File: config.mk
export PLATFORM = sky130hd
export DESIGN_NAME = regfile_wb_scheduler
export DESIGN_NICKNAME = d
export VERILOG_FILES = /design/src/rtl/rf_sched_pkg.sv /design/src/rtl/rr_arbiter.sv /design/src/rtl/regfile_wb_scheduler.sv
export SDC_FILE = /design/constraint.sdc
export NUM_CORES = 1
export LEC_CHECK = 0
export CAP_MARGIN = 10
export CORE_MARGIN = 1.5
export CORE_UTILIZATION = 45
export DETAILED_ROUTE_END_ITERATION = 8
export DONT_BUFFER_PORTS = 1
export GPL_ROUTABILITY_DRIVEN = 0
export PLACE_DENSITY_LB_ADDON = 0.05
export SLEW_MARGIN = 20
export SYNTH_ARGS = -nofsm -noshare
export SYNTH_HDL_FRONTEND = slang
export SYNTH_HIERARCHICAL = 1
export SYNTH_SLANG_ARGS = --single-unit
export TNS_END_PERCENT = 20
File: constraint.sdc
create_clock -name clk -period 2.64 [get_ports clk]
set_clock_uncertainty 0.1 [all_clocks]
set_input_delay 0.528 -clock clk [delete_from_list [all_inputs] [get_ports clk]]
set_output_delay 0.528 -clock clk [all_outputs]
set_load 0.03 [all_outputs]
File: src/rtl/rf_sched_pkg.sv
// Shared constants and types for the register-file write-back scheduler.
// Source indices name the execute units wired to the scheduler's request ports.
package rf_sched_pkg;

  localparam int XLEN     = 32;
  localparam int REG_AW   = 5;
  localparam int NUM_REGS = 32;

  localparam int SRC_ALU = 0;
  localparam int SRC_LSU = 1;
  localparam int SRC_DSP = 2;

  typedef struct packed {
    logic [REG_AW-1:0] rd;
    logic [XLEN-1:0]   data;
  } wb_req_t;

endpackage

File: src/rtl/rr_arbiter.sv
// Round-robin arbiter: one-hot grant searching upward from an internal pointer,
// which moves past the granted requester whenever the grant is consumed.
module rr_arbiter #(
  parameter int N = 3
) (
  input  logic         clk,
  input  logic         rst,
  input  logic [N-1:0] req,
  input  logic         advance,
  output logic [N-1:0] gnt
);

  localparam int PW = (N > 1) ? $clog2(N) : 1;

  logic [PW-1:0] ptr;
  logic [PW-1:0] gnt_idx;
  logic [PW-1:0] idx_hi;
  logic [PW-1:0] idx_lo;
  logic          found_hi;
  logic          found_lo;

  // First requester at or above ptr wins; otherwise wrap to the lowest requester.
  always_comb begin
    found_hi = 1'b0;
    found_lo = 1'b0;
    idx_hi   = '0;
    idx_lo   = '0;
    for (int i = 0; i < N; i++) begin
      if (req[i] && (i >= int'(ptr)) && !found_hi) begin
        found_hi = 1'b1;
        idx_hi   = PW'(i);
      end
      if (req[i] && !found_lo) begin
        found_lo = 1'b1;
        idx_lo   = PW'(i);
      end
    end
    gnt_idx = found_hi ? idx_hi : idx_lo;
    gnt     = found_lo ? (N'(1) << gnt_idx) : '0;
  end

  always_ff @(posedge clk) begin
    if (rst) begin
      ptr <= '0;
    end else if (advance) begin
      ptr <= (int'(gnt_idx) == N - 1) ? '0 : gnt_idx + PW'(1);
    end
  end

endmodule

File: src/rtl/regfile_wb_scheduler.sv
// Arbitrates the register file's single write port among write-back sources and
// tracks in-flight destinations so decode can stall on RAW/WAW hazards.
module regfile_wb_scheduler
  import rf_sched_pkg::*;
#(
  parameter int NUM_SRC = 3,
  parameter int XLEN    = rf_sched_pkg::XLEN,
  parameter int AW      = rf_sched_pkg::REG_AW
) (
  input  logic                    clk,
  input  logic                    rst,
  input  logic [NUM_SRC-1:0]      src_valid,
  input  logic [NUM_SRC*AW-1:0]   src_rd,
  input  logic [NUM_SRC*XLEN-1:0] src_data,
  output logic [NUM_SRC-1:0]      src_ready,
  input  logic                    issue_valid,
  input  logic [AW-1:0]           issue_rd,
  output logic                    issue_ready,
  input  logic [AW-1:0]           rs1_addr,
  input  logic [AW-1:0]           rs2_addr,
  output logic                    rs1_busy,
  output logic                    rs2_busy,
  output logic                    rf_we,
  output logic [AW-1:0]           rf_waddr,
  output logic [XLEN-1:0]         rf_wdata,
  output logic [(1<<AW)-1:0]      pending,
  output logic                    err_unexp_wb
);

  localparam int NREG = 1 << AW;

  logic [NUM_SRC-1:0] gnt;
  logic [NUM_SRC-1:0] fire;
  logic               xfer;
  logic               issue_fire;
  logic [AW-1:0]      sel_rd;
  logic [XLEN-1:0]    sel_data;
  logic [NREG-1:0]    pending_nxt;

  rr_arbiter #(.N(NUM_SRC)) u_arb (
    .clk     (clk),
    .rst     (rst),
    .req     (src_valid),
    .advance (xfer),
    .gnt     (gnt)
  );

  assign src_ready = rst ? '0 : gnt;
  assign fire      = src_valid & src_ready;
  assign xfer      = |fire;

  always_comb begin
    sel_rd   = '0;
    sel_data = '0;
    for (int i = 0; i < NUM_SRC; i++) begin
      if (fire[i]) begin
        sel_rd   = src_rd[i*AW +: AW];
        sel_data = src_data[i*XLEN +: XLEN];
      end
    end
  end

  assign issue_ready = ~rst & ((issue_rd == '0) | ~pending[issue_rd]);
  assign issue_fire  = issue_valid & issue_ready & (issue_rd != '0);
  assign rs1_busy    = pending[rs1_addr] & (rs1_addr != '0);
  assign rs2_busy    = pending[rs2_addr] & (rs2_addr != '0);

  // Clear is applied before set so a same-edge issue to the retiring register wins.
  always_comb begin
    pending_nxt = pending;
    if (rf_we) pending_nxt[rf_waddr] = 1'b0;
    if (issue_fire) pending_nxt[issue_rd] = 1'b1;
    pending_nxt[0] = 1'b0;
  end

  always_ff @(posedge clk) begin
    if (rst) begin
      rf_we        <= 1'b0;
      rf_waddr     <= '0;
      rf_wdata     <= '0;
      pending      <= '0;
      err_unexp_wb <= 1'b0;
    end else begin
      rf_we   <= xfer & (sel_rd != '0);
      pending <= pending_nxt;
      if (xfer) begin
        rf_waddr <= sel_rd;
        rf_wdata <= sel_data;
      end
      if (xfer && (sel_rd != '0) && !pending[sel_rd]) err_unexp_wb <= 1'b1;
    end
  end

endmodule

Word-level counts from Yosys, hierarchy flattened
Cells that the tools add are included.
Word-level totals
  bits in registers: 73
  latch bits: 0
  bits in writable memories: 0
  memory bits (read-only): 0
  bits of input ports: 132
  output and inout bits: 77
  logic and storage cells: 89
  memories: 0
Operators by class
  add/subtract/negate cells: 1
  $mul: 0
  divide/modulo/power cells: 0
  $lt $le $gt $ge: 10
  equal/unequal tests: 1
  shift operators: 1
  multiplexer cells: 34
  bitwise gates (word level): 13
  reductions and logical operators: 22
Operators with widths (count)
  $mux 32: 5
  $and 32x32->32: 1
  $not 32->32: 1
  $or 32x32->32: 1
  $lt 5x6->1 const B: 5
  $bmux 1 s5: 4
  $reduce_bool 5->1: 4
  $mux 5: 3
  $mux 1: 14
  $logic_and 1x1->1: 11
  $demux 1 s5: 2
  $ge 5x1->1 const B: 2
  $mux 2: 4
  $and 1x1->1: 6
  $mux 3: 2
  $logic_not 1->1: 5
  $logic_not 5->1: 1
  $ge 1x2->1 const A: 2
  $and 3x3->3: 1
  $reduce_or 3->1: 1
  $shl 1x2->3 const A: 1
  $add 2x1->2 const B: 1
  $eq 2x2->1 const B: 1
  $ge 2x2->1 const A: 1
  other kinds (2): 3

Longest topological paths before layout
Gate-level depths: netlist (run 1).
  word-level depth: 21
  depth in mapped cells: 12
  depth with buffers taken out: 10

By module
Netlist (run 1), hierarchy kept.
Modules (own cells, without submodules)
  regfile_wb_scheduler: instances 1, cells an instance 490, area an instance 4400.5 sq um, seq. area each 1401.3 sq um
  rr_arbiter: instances 1, cells an instance 21, area an instance 166.4 sq um, seq. area each 40.0 sq um

Worst setup path before layout (run 1)
Ideal clock, no wire load.
  path kind: input to output
  start point: in rs1_addr[0]
  end point: out rs1_busy
  arrival: 2.290 ns
  required time: 2.012 ns
  path slack: -0.278 ns
  stages on the path: 4
  path buffers: 1
  path through: clkbuf_1 > mux4_2 > mux4_2 > mux2_2
Between the ends
  word-level cells in the longest chain between the ends: 3
  elaborated cells between the ends (all ways): 4
  classes of those cells: mux (2); bitwise (1); reduce/logical (1)
Ends and longest elaborated chain
  from (decl): RTL line regfile_wb_scheduler.sv:19  | input logic [AW-1:0] rs1_addr,
  $bmux 1 s5: RTL line regfile_wb_scheduler.sv:65  | assign rs1_busy = pending[rs1_addr] & (rs1_addr != '0);
  $mux 1 (not written as such): RTL line regfile_wb_scheduler.sv:65
  $and 1x1->1 *: RTL line regfile_wb_scheduler.sv:65
  to (decl): RTL line regfile_wb_scheduler.sv:21  | output logic rs1_busy,
Mark *: on every way between the ends. The rest lies on a longest branch, timed or not. The select of a mux whose other input is x is not followed.

Final worst setup path (run 1)
  start point: reg pending[19]
  end point: out rs2_busy
Between the ends
  word-level cells in the longest chain between the ends: 3
Ends and longest elaborated chain
  from (decl): RTL line regfile_wb_scheduler.sv:26  | output logic [(1<<AW)-1:0] pending,
  from (signal assigned): RTL line regfile_wb_scheduler.sv:85  | pending <= pending_nxt;
  $bmux 1 s5: RTL line regfile_wb_scheduler.sv:66  | assign rs2_busy = pending[rs2_addr] & (rs2_addr != '0);
  $mux 1 (not written as such): RTL line regfile_wb_scheduler.sv:66
  $and 1x1->1: RTL line regfile_wb_scheduler.sv:66
  to (decl): RTL line regfile_wb_scheduler.sv:22  | output logic rs2_busy,
No other way between the ends. The select of a mux whose other input is x is not followed.

==> flow_summary.yaml, run 1 <==
detailed_routing:
  drt_pass1_iterations: 5
  drc_errors: 0
  routedWlPerCell_um: 22.5
  vias: 4452
  drtIter0Drc: 349
  ant_nets: 0
  viasPerCell: 6.57
  drt-total-wl_um: 15300
yosys:
  synthCells: 511
  ys.flop_type: "dfxtp_1"
  synth_most_common_cell: "dfxtp_1"
  synth_commonest_cells: "dfxtp_1 (72), nor2_1 (43), nand2_1 (41), o21ai_0 (41)"
  ys_seq_elements: 72
  synth_top_cell_by_area: "dfxtp_1"
  avgSynthCellArea_um2: 8.94
  seq_area_frac_synth_pct: 31.6
  synthesis.nets: 643
  syn_area_um2: 4570
  ys_warn_count: 6
  synth_top_area_share_pct: 31.6
  synth_async_sr_flop_share_pct: 0
  yosysUniqueCellTypes: 59
  synth-edff-count: 0
  synthTopCellsByArea: "dfxtp_1 (32%), mux4_2 (12%), a211oi_1 (5.3%)"
clocking:
  clk_path_buf_depth: 2
  h-tree-depth: 3
  insertion_delay_ps: 360
  cts_root_buffer: "clkbuf_8"
  tritoncts.num_buffers: 9
  clock_sinks: 72
  cts_tree: "done"
  clkTransAtPathRegs_ps: 90
  hold_buffers: 0
global_routing:
  grt.total_usage_pct: 27.9
  gr-total-overflow: 0
  grt_pass1_wl_um: 23600
  antenna_found_initial: 0
  grt_pass1_vias: 4265
  grt_max_degree: 65
timing:
  fin_ws_ps: -20.6
  relSlewSlack_pct: 54.1
  worstMarginPinSlew_ps: 688
  slew_violations: 0
  min_period_ps: 2660
  fin_crit_sh_pct: 101
  rsz0062_at_grt: "true"
  clock.fmax_mhz: 376
  setup_violations: 2
  hold_viol_final: 0
place:
  dpl_cell_area_um2: 4920
  place_inst: 655
  hpwl_um: 11100
  port_buffers: 0
  place_ws_ps: -30.7
die:
  floorplan.rows: 36
  ios: 209
  dieHeight_um: 104
  core_area_um2: 9820
  die_w_um: 104
  start_util_pct: 46.5
  die-area_um2: 10800
status:
  violations: "setup timing"
  status: "finished with violations"
worst_setup_path:
  cpMaxStageDelayCell: "mux4_2"
  cp_max_fo: 4
  end_kind: "output port"
  arrival_ps: 2030
  crit_buf_inv: 0
  reg2regPathDepth: 11
  critPathRequiredTime_ps: 2010
  path_cells: "mux4_2 -> mux4_2 -> mux2_4"
  timing.rr.start: "u_arb/ptr[0]$_SDFFE_PP0P_"
  cp_top_family: "multiplexers"
  rr_endpoint: "err_unexp_wb$_SDFFE_PP0P_"
  crit_path_start_kind: "flip-flop"
  critical_path_class: "flip-flop to output port"
  cp_common_cell: "mux4_2"
  slowest_delay_ps: 500
  ff2ff_setup_slack_ps: 150
cells_and_area:
  fillers: 952
  layout.cells.non_filler: 678
  final_cell_area_um2: 5260
  drive_gt1_share_pct: 29.2
  syn_to_final_growth_pct: 15.2
  antennaDiodeCount: 0
  fin_nets: 672
power_and_ir_drop:
  cellPowerDensity_nw_per_um2: 506
  p_leak_uw: 0.00186
  vdd_ir_drop_max_uv: 241
  p_total_uw: 2660
hold_path:
  holdCritStartpoint: "rst"
  hold_depth: 1
  holdPathEnd: "u_arb/ptr[0]$_SDFFE_PP0P_"
  hold_path_class: "input pin to flip-flop"
flow_run:
  drv_cap: 0
-- cell usage in the layout, fill, tap and decap left out, types with 10 or more instances in the layout --
master,count
buf_4,57
dfxtp_1,51
nor2_1,43
nand2_1,41
o21ai_0,41
o22ai_1,32
a211oi_1,32
mux4_2,27
nand3_1,22
o211ai_1,16
dfxtp_2,15
o21ai_1,14
a21oi_1,12
o31ai_1,11
mux2i_1,10
clkbuf_8,10
-- worst reg2reg max path: cells and delay by family (launching register included) --
kind / cells / cell delay (ps)
muxes: 2 / 660
and+or+nand+nor: 4 / 620
AOI/OAI and AO/OA: 4 / 550
DFF: 1 / 350
buffers and inverters: 1 / 160
-- final cells by class --
class | count | area [um2] | area share, %
Clock buffer | 10 | 138 | 2.62
Clock inverter | 6 | 75.1 | 1.43
Inverter | 5 | 18.8 | 0.357
Multi-Input combinational cell | 391 | 2900 | 55.1
Sequential cell | 72 | 1480 | 28.2
Tap cell | 133 | 166 | 3.16
Timing Repair Buffer | 61 | 482 | 9.16
-- where the power goes --
group / internal, uW / switching [uW] / leakage [uW]
clock network: 477 / 474 / 0.000105
logic: 168 / 208 / 0.00115
registers: 1150 / 186 / 0.000600
-- metrics by stage --
stage / hold slack (ps) / setup TNS (ps) / utilization (%)
after detailed placement: 399 / -30.7 / 50.1
after CTS: 118 / -13.1 / 53.2
after global routing: 103 / -110 / 53.6
final: 116 / -27.6 / 53.6
after global placement: 399 / -36.2 / 50.1
after floorplan: 422 / -85.8 / -
-- sequential cells by signal, summed over array words and instances (netlist names) --
signal / cells
rf_wdata: 32
err_unexp_wb: 1
rf_we: 1
rf_waddr: 5
pending: 31
u_arb/ptr: 2
-- cell families (layout without fill, tap and decap cells) --
| group | after synthesis | in the layout | share of synthesized area, % |
|---|---|---|---|
| DFF | 72 | 72 | 31.6 |
| AOI/OAI and AO/OA | 189 | 189 | 27.8 |
| muxes | 43 | 43 | 17.4 |
| buffers and inverters | 48 | 82 | 5.31 |
| and+or+nand+nor | 158 | 158 | 17.9 |
| other | 1 | 1 | 0.0821 |
-- metal layers --
layer  routed length, um  part of all wire [%]  vias to the layer above  track usage (%)
li1                    -                     -                     2043                -
met1                6160                    40                     2152             35.3
met2                7230                    47                      232             45.1
met3                1550                    10                       25             7.93
met4                 321                   2.1                        0             11.1
met5                   0                     0                        -                0
-- repair_timing --
item                                    4_1_cts  5_1_grt
resized for setup                            28        9
buffers inserted                              5        2
pin swaps                                     0        0
gates cloned                                  0        0
endpoints found under the setup margin        3        4
-- worst max path at each step --
stage | start | end | slack, ps | depth (start not counted)
6_report | pending[19]$_SDFF_PP0_ | rs2_busy | -20 | 3
5_1_grt | pending[14]$_SDFF_PP0_ | rs1_busy | -50 | 3
3_3_place_gp | src_valid[2] | err_unexp_wb$_SDFFE_PP0P_ | -40 | 11
4_1_cts | pending[15]$_SDFF_PP0_ | rs1_busy | -8 | 3
2_1_floorplan | src_valid[2] | err_unexp_wb$_SDFFE_PP0P_ | -50 | 11
3_5_place_dp | src_valid[2] | err_unexp_wb$_SDFFE_PP0P_ | -30 | 11
Power figures use the tool's default switching activity.
==> run 2: changes to the inputs <==
- CORE_UTILIZATION: 45 -> 49
- clock period: 2.64 -> 2.9 ns (I/O delays scaled with it)
==> run 2 against run 1 <==
Compared with the run above: the flow now finishes without violations; critical path type unchanged; core utilization rose by 1.0 points; non-clock buffer count is 22 lower; sequential share of layout area increased by 0.75 points; die area down 7.9%; final cell count down 6.5%; clock-buffer cell count unchanged; largest power group unchanged; critical path depth is the same; clock power decreased by 17%.
==> flow_summary.yaml, run 2 (synthesis results as in run 1) <==
global_routing:
  grt_max_degree: 65
  gr-total-overflow: 0
  grt_pass1_wl_um: 22500
  grt_pass1_vias: 3952
  antenna_found_initial: 0
  grt.total_usage_pct: 29.2
clocking:
  cts_tree: "done"
  hold_buffers: 0
  insertion_delay_ps: 360
  clk_path_buf_depth: 2
  tritoncts.num_buffers: 9
  clock_sinks: 72
  post-cts-setup-buffers: 0
  cts_root_buffer: "clkbuf_8"
  h-tree-depth: 3
  clkTransAtPathRegs_ps: 90
cells_and_area:
  largest_reg_flops: 32
  fin_nets: 650
  drive_gt1_share_pct: 21.6
  top_register: "rf_wdata"
  final_core_util_pct: 54.6
  antennaDiodeCount: 0
  final_cell_area_um2: 5000
  syn_to_final_growth_pct: 9.45
  mostFrequentLayoutCells: "dfxtp_1 (68), nor2_1 (43), nand2_1 (41), o21ai_0 (41), buf_4 (37)"
  final_common_cell: "dfxtp_1"
  top_regs: "rf_wdata: 32 flops, pending: 31 flops, rf_waddr: 5 flops"
place:
  dpl_cell_area_um2: 4800
  hpwl_um: 11200
  port_buffers: 0
timing:
  fin_crit_sh_pct: 96.7
  relSlewSlack_pct: 53.0
  slew_violations: 0
  rsz0062_at_grt: "false"
  hold_ws_ps: 191
  setup_violations: 0
  worstMarginPinSlew_ps: 701
  hold_viol_final: 0
  min_period_ps: 2800
  clock.fmax_mhz: 357
power_and_ir_drop:
  cellPowerDensity_nw_per_um2: 468
  p_total_uw: 2340
  vdd_ir_drop_max_uv: 254
  p_leak_uw: 0.00174
worst_setup_path:
  critPathRequiredTime_ps: 2220
  timing.rr.start: "u_arb/ptr[0]$_SDFFE_PP0P_"
  rr_endpoint: "err_unexp_wb$_SDFFE_PP0P_"
  arrival_ps: 2120
  critical_path_class: "flip-flop to output port"
  cp-startpoint: "pending[11]$_SDFF_PP0_"
  reg2regPathDepth: 10
  crit_path_start_kind: "flip-flop"
  cp_max_fo: 6
  end_kind: "output port"
  ff2ff_setup_slack_ps: 200
  worstSetupEndpoint: "rs1_busy"
detailed_routing:
  vias: 4322
  drc_errors: 0
  ant_nets: 0
  routedWlPerCell_um: 23.1
  drt-total-wl_um: 14700
  drtIter0Drc: 308
  drt_pass1_iterations: 5
  viasPerCell: 6.82
status:
  status: "completed"
die:
  core_area_um2: 9150
  die_w_um: 99.5
  ios: 209
  floorplan.rows: 35
  start_util_pct: 49.9
  dieHeight_um: 99.5
  die-area_um2: 9910
flow_run:
  drv_cap: 0
hold_path:
  hold_path_class: "input pin to flip-flop"
==> run 2: report_power, final <==
| group | leakage [uW] | internal [uW] | total (uW) | switching, uW |
|---|---|---|---|---|
| registers | 0.000589 | 1050 | 1220 | 168 |
| clock network | 0.0000920 | 393 | 791 | 398 |
| logic | 0.00105 | 145 | 332 | 188 |
| total | 0.00174 | 1590 | 2340 | 754 |
==> run 2: critical path, cell delays in order (launching register included) <==
cell and delay (ps):
dfxtp_2 420, mux4_2 460, mux4_2 510, mux2_2 370
==> run 2: final cells by class <==
class                   count  area (um2)
clock buffers              10         128
clock inverters             6        60.1
repair buffers             39         318
well taps                 111         139
multi-input cells         391        2890
inverters                   5        18.8
fillers                   884        4150
flip-flops and latches     72        1450
==> run 2: what timing repair did <==
action,CTS,global route
resized for setup,2,3
cloned,0,0
endpoints found under the setup margin,1,3
endpoints found under the hold margin,0,0
==> run 2: worst min path at each step <==
stage	startpoint	endpoint	slack, ps	depth (start not counted)
after floorplan	u_arb/ptr[0]$_SDFFE_PP0P_	u_arb/ptr[0]$_SDFFE_PP0P_	420	2
after global placement	pending[19]$_SDFF_PP0_	pending[19]$_SDFF_PP0_	430	2
after detailed placement	pending[19]$_SDFF_PP0_	pending[19]$_SDFF_PP0_	430	2
after CTS	rst	rf_waddr[1]$_SDFFE_PP0P_	190	1
after global routing	rst	rf_waddr[4]$_SDFFE_PP0P_	180	1
final	rst	rf_waddr[4]$_SDFFE_PP0P_	190	1
==> run 2: through the flow <==
stage	setup TNS, ps	std cells	setup WS, ps
final	0	634	97.0
after global routing	0	634	59.6
after CTS	0	634	20.1
after detailed placement	0	618	47.2
after global placement	0	618	82.6
after floorplan	-122	511	-122
==> run 2: layer usage <==
| metal | global-route usage, % | up-vias | part of all wire (%) |
|---|---|---|---|
| met2 | 47.1 | 247 | 47 |
| met1 | 38.9 | 2068 | 40 |
| met5 | 0 | - | 0 |
| li1 | - | 1994 | - |
| met4 | 6.72 | 0 | 0.85 |
| met3 | 8.78 | 13 | 12 |
